### src/rtl/arb_pkg.sv
// Shared types and the rotating-priority helper for the round-robin req/gnt arbiter family.
// Requester vectors are widened to ArbMaxReqs bits so one helper serves every arbiter width.
package arb_pkg;

    localparam int unsigned ArbMaxReqs = 16;

    typedef enum logic [0:0] {
        ARB_IDLE  = 1'b0,
        ARB_GRANT = 1'b1
    } arb_state_e;

    // First set bit of req at or after ptr, wrapping modulo 16. Zero-padded upper bits are
    // never set, so the 16-way wrap behaves like a wrap at the caller's real width.
    function automatic logic [3:0] rr_next(input logic [ArbMaxReqs-1:0] req,
                                           input logic [3:0]            ptr);
        logic [3:0] idx;
        logic [3:0] pos;
        logic       found;
        idx   = '0;
        found = 1'b0;
        for (int k = 0; k < int'(ArbMaxReqs); k++) begin
            pos = ptr + 4'(k);
            if (!found && req[pos]) begin
                idx   = pos;
                found = 1'b1;
            end
        end
        return idx;
    endfunction

endpackage

### src/rtl/rr_pick.sv
// Combinational rotating priority encoder: first requester at or after ptr, circularly.
module rr_pick
    import arb_pkg::*;
#(
    parameter int unsigned N   = 4,
    parameter int unsigned IdW = $clog2(N)
) (
    input  logic [N-1:0]   req,
    input  logic [IdW-1:0] ptr,
    output logic [IdW-1:0] idx,
    output logic           found
);

    assign found = |req;
    assign idx   = IdW'(rr_next(ArbMaxReqs'(req), 4'(ptr)));

endmodule

### src/rtl/rr_req_gnt_arbiter.sv
// Round-robin req/gnt arbiter with a MAX_HOLD tenure limit and forced preemption.
// Define RR_ARB_SVA_EN to compile in the protocol assertions and per-requester covers.
module rr_req_gnt_arbiter
    import arb_pkg::*;
#(
    parameter int unsigned N        = 4,
    parameter int unsigned MAX_HOLD = 8
) (
    input  logic                 clk,
    input  logic                 rst,
    input  logic [N-1:0]         req,
    output logic [N-1:0]         gnt,
    output logic                 gnt_valid,
    output logic [$clog2(N)-1:0] gnt_id,
    output logic                 preempt
);

    localparam int unsigned IdW   = $clog2(N);
    localparam int unsigned HoldW = (MAX_HOLD == 0) ? 1 : $clog2(MAX_HOLD + 1);

    arb_state_e       state_q, state_d;
    logic [N-1:0]     gnt_q, gnt_d;
    logic [IdW-1:0]   owner_q, owner_d;
    logic [IdW-1:0]   ptr_q, ptr_d;
    logic [HoldW-1:0] hold_q, hold_d;
    logic             preempt_q, preempt_d;

    logic             owner_req;
    logic             expired;
    logic             tenure_end;
    logic [IdW-1:0]   next_ptr;
    logic [IdW-1:0]   pick_ptr;
    logic [IdW-1:0]   pick_idx;
    logic             pick_found;

    assign owner_req  = req[owner_q];
    assign expired    = (MAX_HOLD != 0) && (hold_q == HoldW'(MAX_HOLD));
    assign tenure_end = !owner_req || expired;
    assign next_ptr   = (owner_q == IdW'(N - 1)) ? '0 : owner_q + IdW'(1);

    // During a tenure the search starts just past the owner, so a still-requesting
    // preempted owner is considered last; in IDLE the stored pointer already holds that.
    assign pick_ptr = (state_q == ARB_GRANT) ? next_ptr : ptr_q;

    rr_pick #(
        .N   (N),
        .IdW (IdW)
    ) u_pick (
        .req   (req),
        .ptr   (pick_ptr),
        .idx   (pick_idx),
        .found (pick_found)
    );

    always_comb begin
        state_d   = state_q;
        gnt_d     = gnt_q;
        owner_d   = owner_q;
        ptr_d     = ptr_q;
        hold_d    = hold_q;
        preempt_d = 1'b0;
        unique case (state_q)
            ARB_IDLE: begin
                if (pick_found) begin
                    state_d = ARB_GRANT;
                    gnt_d   = N'(1) << pick_idx;
                    owner_d = pick_idx;
                    hold_d  = HoldW'(1);
                end
            end
            ARB_GRANT: begin
                if (tenure_end) begin
                    ptr_d     = next_ptr;
                    // A release by drop takes precedence over a coincident expiry.
                    preempt_d = owner_req && expired;
                    if (pick_found) begin
                        gnt_d   = N'(1) << pick_idx;
                        owner_d = pick_idx;
                        hold_d  = HoldW'(1);
                    end else begin
                        state_d = ARB_IDLE;
                        gnt_d   = '0;
                        owner_d = '0;
                        hold_d  = '0;
                    end
                end else if (hold_q != {HoldW{1'b1}}) begin
                    hold_d = hold_q + HoldW'(1);
                end
            end
            default: begin
                state_d = ARB_IDLE;
                gnt_d   = '0;
                owner_d = '0;
                hold_d  = '0;
            end
        endcase
    end

    always_ff @(posedge clk) begin
        if (rst) begin
            state_q   <= ARB_IDLE;
            gnt_q     <= '0;
            owner_q   <= '0;
            ptr_q     <= '0;
            hold_q    <= '0;
            preempt_q <= 1'b0;
        end else begin
            state_q   <= state_d;
            gnt_q     <= gnt_d;
            owner_q   <= owner_d;
            ptr_q     <= ptr_d;
            hold_q    <= hold_d;
            preempt_q <= preempt_d;
        end
    end

    assign gnt       = gnt_q;
    assign gnt_valid = |gnt_q;
    assign gnt_id    = owner_q;
    assign preempt   = preempt_q;

`ifdef RR_ARB_SVA_EN
    localparam int unsigned FairBound = (N - 1) * MAX_HOLD + 1;

    a_onehot: assert property (@(posedge clk) disable iff (rst) $onehot0(gnt));
    a_valid:  assert property (@(posedge clk) disable iff (rst) gnt_valid == |gnt);

    if (MAX_HOLD == 0) begin : g_no_preempt
        a_no_preempt: assert property (@(posedge clk) disable iff (rst) !preempt);
    end

    for (genvar i = 0; i < int'(N); i++) begin : g_req_sva
        a_gnt_req: assert property (@(posedge clk) disable iff (rst)
            gnt[i] |-> $past(req[i]));
        if (MAX_HOLD != 0) begin : g_fair
            a_fair: assert property (@(posedge clk) disable iff (rst)
                req[i] && !gnt[i] |-> ##[1:FairBound] (gnt[i] || !req[i]));
        end
        // Covers expose any path a bench never reaches instead of a vacuous pass.
        c_grant:   cover property (@(posedge clk) disable iff (rst) $rose(gnt[i]));
        c_drop:    cover property (@(posedge clk) disable iff (rst)
            gnt[i] && !req[i] ##1 !gnt[i]);
        c_preempt: cover property (@(posedge clk) disable iff (rst)
            $past(gnt[i]) && preempt);
        c_handoff: cover property (@(posedge clk) disable iff (rst)
            gnt[i] ##1 (gnt_valid && !gnt[i]));
    end
`endif

endmodule

### config.mk
export PLATFORM = sky130hd
export DESIGN_NAME = rr_req_gnt_arbiter
export DESIGN_NICKNAME = d
export VERILOG_FILES = /design/src/rtl/arb_pkg.sv /design/src/rtl/rr_pick.sv /design/src/rtl/rr_req_gnt_arbiter.sv
export SDC_FILE = /design/constraint.sdc
export NUM_CORES = 1
export LEC_CHECK = 0
export CAP_MARGIN = 20
export CORE_MARGIN = 8
export CORE_UTILIZATION = 60
export CTS_CLUSTER_DIAMETER = 120
export DETAILED_ROUTE_END_ITERATION = 8
export GPL_TIMING_DRIVEN = 0
export HOLD_SLACK_MARGIN = 0.15
export PLACE_DENSITY = 0.84
export REMOVE_ABC_BUFFERS = 1
export SYNTH_ARGS = -nofsm -noshare
export SYNTH_HDL_FRONTEND = slang
export SYNTH_SLANG_ARGS = --single-unit
### constraint.sdc
create_clock -name clk -period 6.38 [get_ports clk]
set_input_delay 1.276 -clock clk [delete_from_list [all_inputs] [get_ports clk]]
set_output_delay 1.276 -clock clk [all_outputs]
set_load 0.1 [all_outputs]
# [Word-level counts from Yosys, hierarchy flattened]
# Cells that the tools add are included.
[word_totals] regBits=14 input_bits=6 output_inout_bits=8 elab_cells=171
[op_classes] n_addsub=17 order_cmp=17 n_eq_ne=6 shifts=1 muxes=83 bitwise=2 reduce_logical=39
[ops] cell="1-bit binary-select mux with 4-bit select" count=15
[ops] cell="4-bit by 5-bit less-than comparator with 1-bit output, second input constant" count=12
[ops] cell="2-bit 2-to-1 mux" count=21
[ops] cell="1-bit 2-to-1 mux" count=35
[ops] cell="4-bit 2-to-1 mux" count=6
[ops] cell="2-bit by 3-bit adder with 4-bit output, second input constant" count=4
[ops] cell="2-bit by 4-bit adder with 4-bit output, second input constant" count=4
[ops] cell="1-bit logical AND" count=16
[ops] cell="1-bit zero test" count=16
[ops] cell="4-bit one-hot mux with 2 select lines" count=2
[ops] cell="3-bit by 5-bit less-than comparator with 1-bit output, second input constant" count=3
[ops] cell="3-bit by 3-bit adder with 4-bit output, second input constant" count=2
[ops] cell="4-bit OR reduction" count=2
[ops] cell="2-bit by 2-bit adder with 3-bit output, second input constant" count=2
[ops] cell="2-bit AND reduction" count=3
[ops] cell="2-bit by 5-bit less-than comparator with 1-bit output, second input constant" count=1
[ops] cell="3-bit by 1-bit adder with 4-bit output, second input constant" count=1
[ops] cell="3-bit by 2-bit adder with 4-bit output, second input constant" count=1
[ops] cell="4-bit by 1-bit adder with 4-bit output, second input constant" count=1
[ops] cell="1-bit binary-select mux with 2-bit select" count=2
[ops] cell="4-bit equality test, second input constant" count=1
[ops] cell="4-bit != test, second input constant" count=1
[ops] cell="2-bit one-hot mux with 2 select lines" count=1
[ops] cell="1-bit by 2-bit left shift with 4-bit output, first input constant" count=1
[ops] cell="11 further kinds" count=12

# [Longest topological paths before layout]
[depth] ltp_word=55 mapped_depth=13 depth_no_buf=11

# [By module]
# Synthesis repeated with hierarchy kept, for this count alone.
[unflattened] hier_cells=134 hier_area_um2=1143.6
[by_module_without_submodules] module="rr_req_gnt_arbiter" instances=1 cells_each=84 area_per_inst_um2=754.5 seq_area_each_um2=280.3
[by_module_without_submodules] module="rr_pick" instances=1 cells_each=50 area_per_inst_um2=389.1 seq_area_each_um2=0.0

# [Worst setup path after synthesis]
# Ideal clock, no wire load.
[synth_timing] path_type="register to register" from="register owner_q[0], in the netlist gnt_id[0]" to="register owner_q[1], in the netlist gnt_id[1]" setup_time_ps=119 t_arrival_ps=3686 required_time_ps=6261 path_slack_ps=2575 stages_incl_launch_ff=12 path_buffers=2 period_less_slack_ps=3805 path_cell_list="dfxtp_1 -> ha_1 -> mux2_2 -> buf_6 -> inv_1 -> ha_1 -> clkbuf_1 -> inv_1 -> o311a_2 -> o31a_2 -> or3_4 -> a22o_2"
[synth_between] elab_chain_cells=54 word_cells_on_any_way=122 classes_between="16 x add/sub; 2 x eq/ne; 71 x mux; 33 x reduce/logical"
[synth_lines] item="start: declaration" line_no="rr_req_gnt_arbiter.sv:23" rtl="logic [IdW-1:0] owner_q, owner_d;"
[synth_lines] item="start signal: assignment" line_no="rr_req_gnt_arbiter.sv:110" rtl="owner_q <= owner_d;"
[synth_lines] item="2-bit by 1-bit adder with 2-bit output or 2-bit equality test (tied branches)" line_no="rr_req_gnt_arbiter.sv:39" rtl="assign next_ptr = (owner_q == IdW'(N - 1)) ? '0 : owner_q + IdW'(1);"
[synth_lines] item="2-bit 2-to-1 mux *" line_no="rr_req_gnt_arbiter.sv:39"
[synth_lines] item="named net next_ptr[1]" line_no="rr_req_gnt_arbiter.sv:31" rtl="logic [IdW-1:0] next_ptr;"
[synth_lines] item="2-bit 2-to-1 mux *" line_no="rr_req_gnt_arbiter.sv:43" rtl="assign pick_ptr = (state_q == ARB_GRANT) ? next_ptr : ptr_q;"
[synth_lines] item="parallel branches: the longest is 47 deep, another holds 2-bit by 1-bit adder with 3-bit output"
[synth_lines] item="2-bit 2-to-1 mux *" line_no="arb_pkg.sv:23" rtl="if (!found && req[pos]) begin"
[synth_lines] item="2-bit 2-to-1 mux" line_no="rr_req_gnt_arbiter.sv:76" rtl="if (pick_found) begin"
[synth_lines] item="2-bit 2-to-1 mux" line_no="rr_req_gnt_arbiter.sv:72" rtl="if (tenure_end) begin"
[synth_lines] item="2-bit one-hot mux with 2 select lines *" line_no="rr_req_gnt_arbiter.sv:62" rtl="unique case (state_q)"
# Mark *: on every way through the listed nets, which the timed path passes. The select of a mux whose other input is x is not followed.
# A chain may end at the register's enable or synchronous reset.

# [Worst setup path after layout]
[layout_timing] from="input port req[2]" to="register gnt_q[2], in the netlist gnt[2]"
[layout_between] elab_chain_cells=52 word_cells_on_any_way=106 classes_between="2 x eq/ne; 1 x shift; 69 x mux; 34 x reduce/logical"
[layout_lines] item="start: declaration" line_no="rr_req_gnt_arbiter.sv:11" rtl="input logic [N-1:0] req,"
[layout_lines] item="1-bit binary-select mux with 2-bit select" line_no="arb_pkg.sv:23"
[layout_lines] item="1-bit 2-to-1 mux (not written as such)" line_no="arb_pkg.sv:23"
[layout_lines] item="1-bit 2-to-1 mux" line_no="arb_pkg.sv:23"
[layout_lines] item="1-bit zero test" line_no="arb_pkg.sv:23"
[layout_lines] item="1-bit logical AND" line_no="arb_pkg.sv:23"
[layout_lines] item="1-bit 2-to-1 mux" line_no="arb_pkg.sv:23"
[layout_lines] item="1-bit zero test" line_no="arb_pkg.sv:23"
[layout_lines] item="1-bit logical AND" line_no="arb_pkg.sv:23"
[layout_lines] item="[... 36 more ...]"
[layout_lines] item="1-bit 2-to-1 mux" line_no="arb_pkg.sv:23"
[layout_lines] item="1-bit zero test" line_no="arb_pkg.sv:23"
[layout_lines] item="1-bit logical AND" line_no="arb_pkg.sv:23"
[layout_lines] item="2-bit 2-to-1 mux" line_no="arb_pkg.sv:23"
[layout_lines] item="1-bit by 2-bit left shift with 4-bit output" line_no="rr_req_gnt_arbiter.sv:66, rr_req_gnt_arbiter.sv:77"
[layout_lines] item="4-bit 2-to-1 mux" line_no="rr_req_gnt_arbiter.sv:76"
[layout_lines] item="4-bit 2-to-1 mux" line_no="rr_req_gnt_arbiter.sv:72"
[layout_lines] item="4-bit one-hot mux with 2 select lines" line_no="rr_req_gnt_arbiter.sv:62"
[layout_lines] item="end signal: assignment" line_no="rr_req_gnt_arbiter.sv:109" rtl="gnt_q <= gnt_d;"
[layout_lines] item="end: declaration" line_no="rr_req_gnt_arbiter.sv:22" rtl="logic [N-1:0] gnt_q, gnt_d;"
# Several ways; a longest one is shown, not always the timed one. The select of a mux whose other input is x is not followed.

==> metrics.md <==
| Metric | Value |
|---|---|
| Outcome | `finished, final reports clean` |
| Crit path launch type | `input pin` |
| Row count | `16` |
| Gpl congestion | `0.948` |
| Die Height | `61.8 um` |
| Clock Tree Buf Depth | `2` |
| CTS Hold Buffers Added | `0` |
| Design Area, Final | `1390 um^2` |
| Syn_area_per_cell | `8.23 um^2` |
| Final setup fails | `0` |
| Relative slew margins | `35.1%` |
| DRT iter0 DRCs | `62` |
| Worst r2r path cells | `9` |
| Int Pwr | `0.319 mW` |
| RSZ-0062 raised after global routing | `no` |
| CTS H-tree lvls | `1` |
| R2R Setup Slk | `3.05 ns` |
| Root Driver | `clkbuf_4` |
| Initial antenna violation count | `0` |
| Max cap viols | `0` |
| Antenna Cells | `0` |
| Switch Pwr | `0.425 mW` |
| Slack of the critical path | `2.74 ns` |
| Worst EP required | `6.57 ns` |
| Max VDD drop | `0.000463 V` |
| Via Count | `1250` |
| CTS clk-pin slew, worst paths | `0.09 ns` |
| Core ar. | `1960 um^2` |
| Kind of critical path | `in2reg` |
| Syn Inst Count | `153` |
| RR Endpoint | `gnt[2]` |
| Initial core utilization | `64.2%` |
| Inserted Clock Buffers | `3` |
| Pin count of the biggest net entering global routing | `15` |
| Worst hold start | `gnt[0]` |
| Avg Vias per Cell | `6.65` |
| Post-CTS resize count | `0` |
| Drt total wl | `3.12 mm` |
| Synthesis-to-layout area growth | `10.1%` |
| Synth Warn # | `0` |
| CP Max Fanout | `14` |
| Die width | `61.8 um` |
| Overall Power | `0.744 mW` |
| Fin. max-slew vios | `0` |
| First-pass GRT wire length | `5.17 mm` |
| Async SR Flop Fraction | `0%` |
| Ys flop type | `dfxtp_1` |
| Worst slack, placed | `2.45 ns` |
| Crit path time final | `3.64 ns` |
| Switching fraction of total power | `57.1%` |
| First drt pass iteration count | `4` |
| Combinational cell fraction of total power | `73.4%` |
| Flop pwr share | `17.9%` |
| DRT antenna net count | `0` |
| Worst Tran Pin Value | `0.970 ns` |
| DP Area | `1350 um^2` |
| Unique cell type count in the Yosys netlist | `50` |
| Hold EP | `gnt[0]` |
| Setup bufs post-CTS | `0` |
| Syn Std Cell Area | `1260 um^2` |
| GRT Overall Usage | `17.6%` |
| HPWL Detailed | `2.26 mm` |
| Residual DRC | `0` |
| Final TNS setup | `0 ns` |
| Register area share after synthesis | `22.3%` |
| CP Capture Type | `register` |
| Nets | `173` |
| Final Hold Vio Count | `0` |
| Number of synthesized flops with an enable pin | `0` |
| Average wire per standard cell | `16.6 um` |
| WP data arrival | `3.83 ns` |
| Total congestion overflow | `0` |
| Share of layout cells above drive strength 1 | `14.3%` |
| Fmax | `275 MHz` |
| Fin crit share | `57.1%` |
| Hold depth | `2` |
| I/O Buffers | `13` |
| Static Leak | `0.514 nW` |
| TritonCTS clock tree | `yes` |
| Die ar. | `3820 um^2` |
| Worst skew pair latency | `0.28 ns` |
| Vias in the first global route | `1158` |
| PwrDens | `537 nW/um^2` |
| Path type of the worst min-delay path | `reg2reg` |
| Final Util | `70.7%` |
| #FFs+latches synth | `14` |
| Worst clock skew | `0.00730 ns` |
| Clk pwr share | `8.7%` |
| Clock sinks | `14` |
| Worst R2R Start | `gnt_id[0]` |
| IO Pins | `14` |
[how the worst max path moves through the flow]
stage	startpoint	to
2_1_floorplan	gnt_id[0]	gnt_id[1]
3_3_place_gp	req[2]	gnt_id[1]
3_5_place_dp	req[2]	gnt[2]
4_1_cts	req[2]	gnt[2]
5_1_grt	req[2]	gnt[0]
6_report	req[2]	gnt[2]
[metrics by stage]
step	cells	hold slack [ns]
after floorplan	144	0.456
after global placement	184	0.459
after detailed placement	184	0.466
after CTS	188	0.487
after global routing	188	0.520
final	188	0.487
[routing by layer]
metal | vias up | share of wire, % | track usage, %
met4 | 0 | 3.2 | 12.0
met1 | 582 | 43 | 20.7
met2 | 61 | 49 | 29.7
met5 | - | 0 | 0
met3 | 11 | 5.3 | 1.23
li1 | 596 | - | -
[cell families after synthesis]
kind of cell               synth area share (%)
AOI/OAI and AO/OA                          24.0
xor gates and xnor gates                  0.696
adders and majority gates                  4.97
muxes                                      9.34
DFF                                        22.3
and+or+nand+nor                            30.2
buffers and inverters                      8.55
[Yosys cell counts (all sizes together) (3+ instances only)]
master  count  share of area (%)
nor2       17                6.4
mux2i       5                4.0
or4         5                3.1
dfxtp      14                 22
nand2      12                3.6
ha          5                5.0
buf         3                2.4
nand3       7                2.8
a21oi       8                3.2
nor3        4                1.6
clkbuf      6                3.4
nand2b      3                1.5
o21ai      12                4.8
a211oi      5                3.0
inv         8                2.8
[power by group through the flow]
stage | sequential [mW] | combinational, mW | clock, mW
6_report | 0.133 | 0.546 | 0.0644
5_1_grt | 0.137 | 0.578 | 0.0674
4_1_cts | 0.133 | 0.543 | 0.0649
3_5_place_dp | 0.134 | 0.540 | 0
3_3_place_gp | 0.133 | 0.532 | 0
2_1_floorplan | 0.247 | 0.311 | 0
[layout make-up]
class	instances	area [um^2]
multi-input combinational	122	871
tap	27	33.8
sequential	14	280
inverter	8	35.0
timing repair buffer	13	130
fill	172	576
clock buffer	4	36.3
[cells in the final DEF, fill, tap and decap left out, types with 3 or more instances in the layout]
cell              n
mux2i_1           5
nand2_1          12
nor2_1           16
ha_1              5
nand2b_1          3
inv_1             7
clkbuf_4          3
or4_1             4
a21oi_1           8
a211oi_1          5
o21ai_0          12
nor3_1            4
nand3_1           7
clkdlybuf4s50_1  13
dfxtp_1          14
[critical path: stages]
cell	delay, ns
clkdlybuf4s50_1	0.75
inv_1	0.20
o221ai_1	0.36
nand3_1	0.16
a221oi_1	0.34
a21oi_1	0.11
or3_4	0.38
a22o_2	0.24
[state kept, by name (all words and copies together), names as in the netlist]
name / flops
gnt: 4
gnt_id: 2
hold_q: 4
preempt: 1
ptr_q: 2
state_q: 1
(Power assumes the default switching activity.)
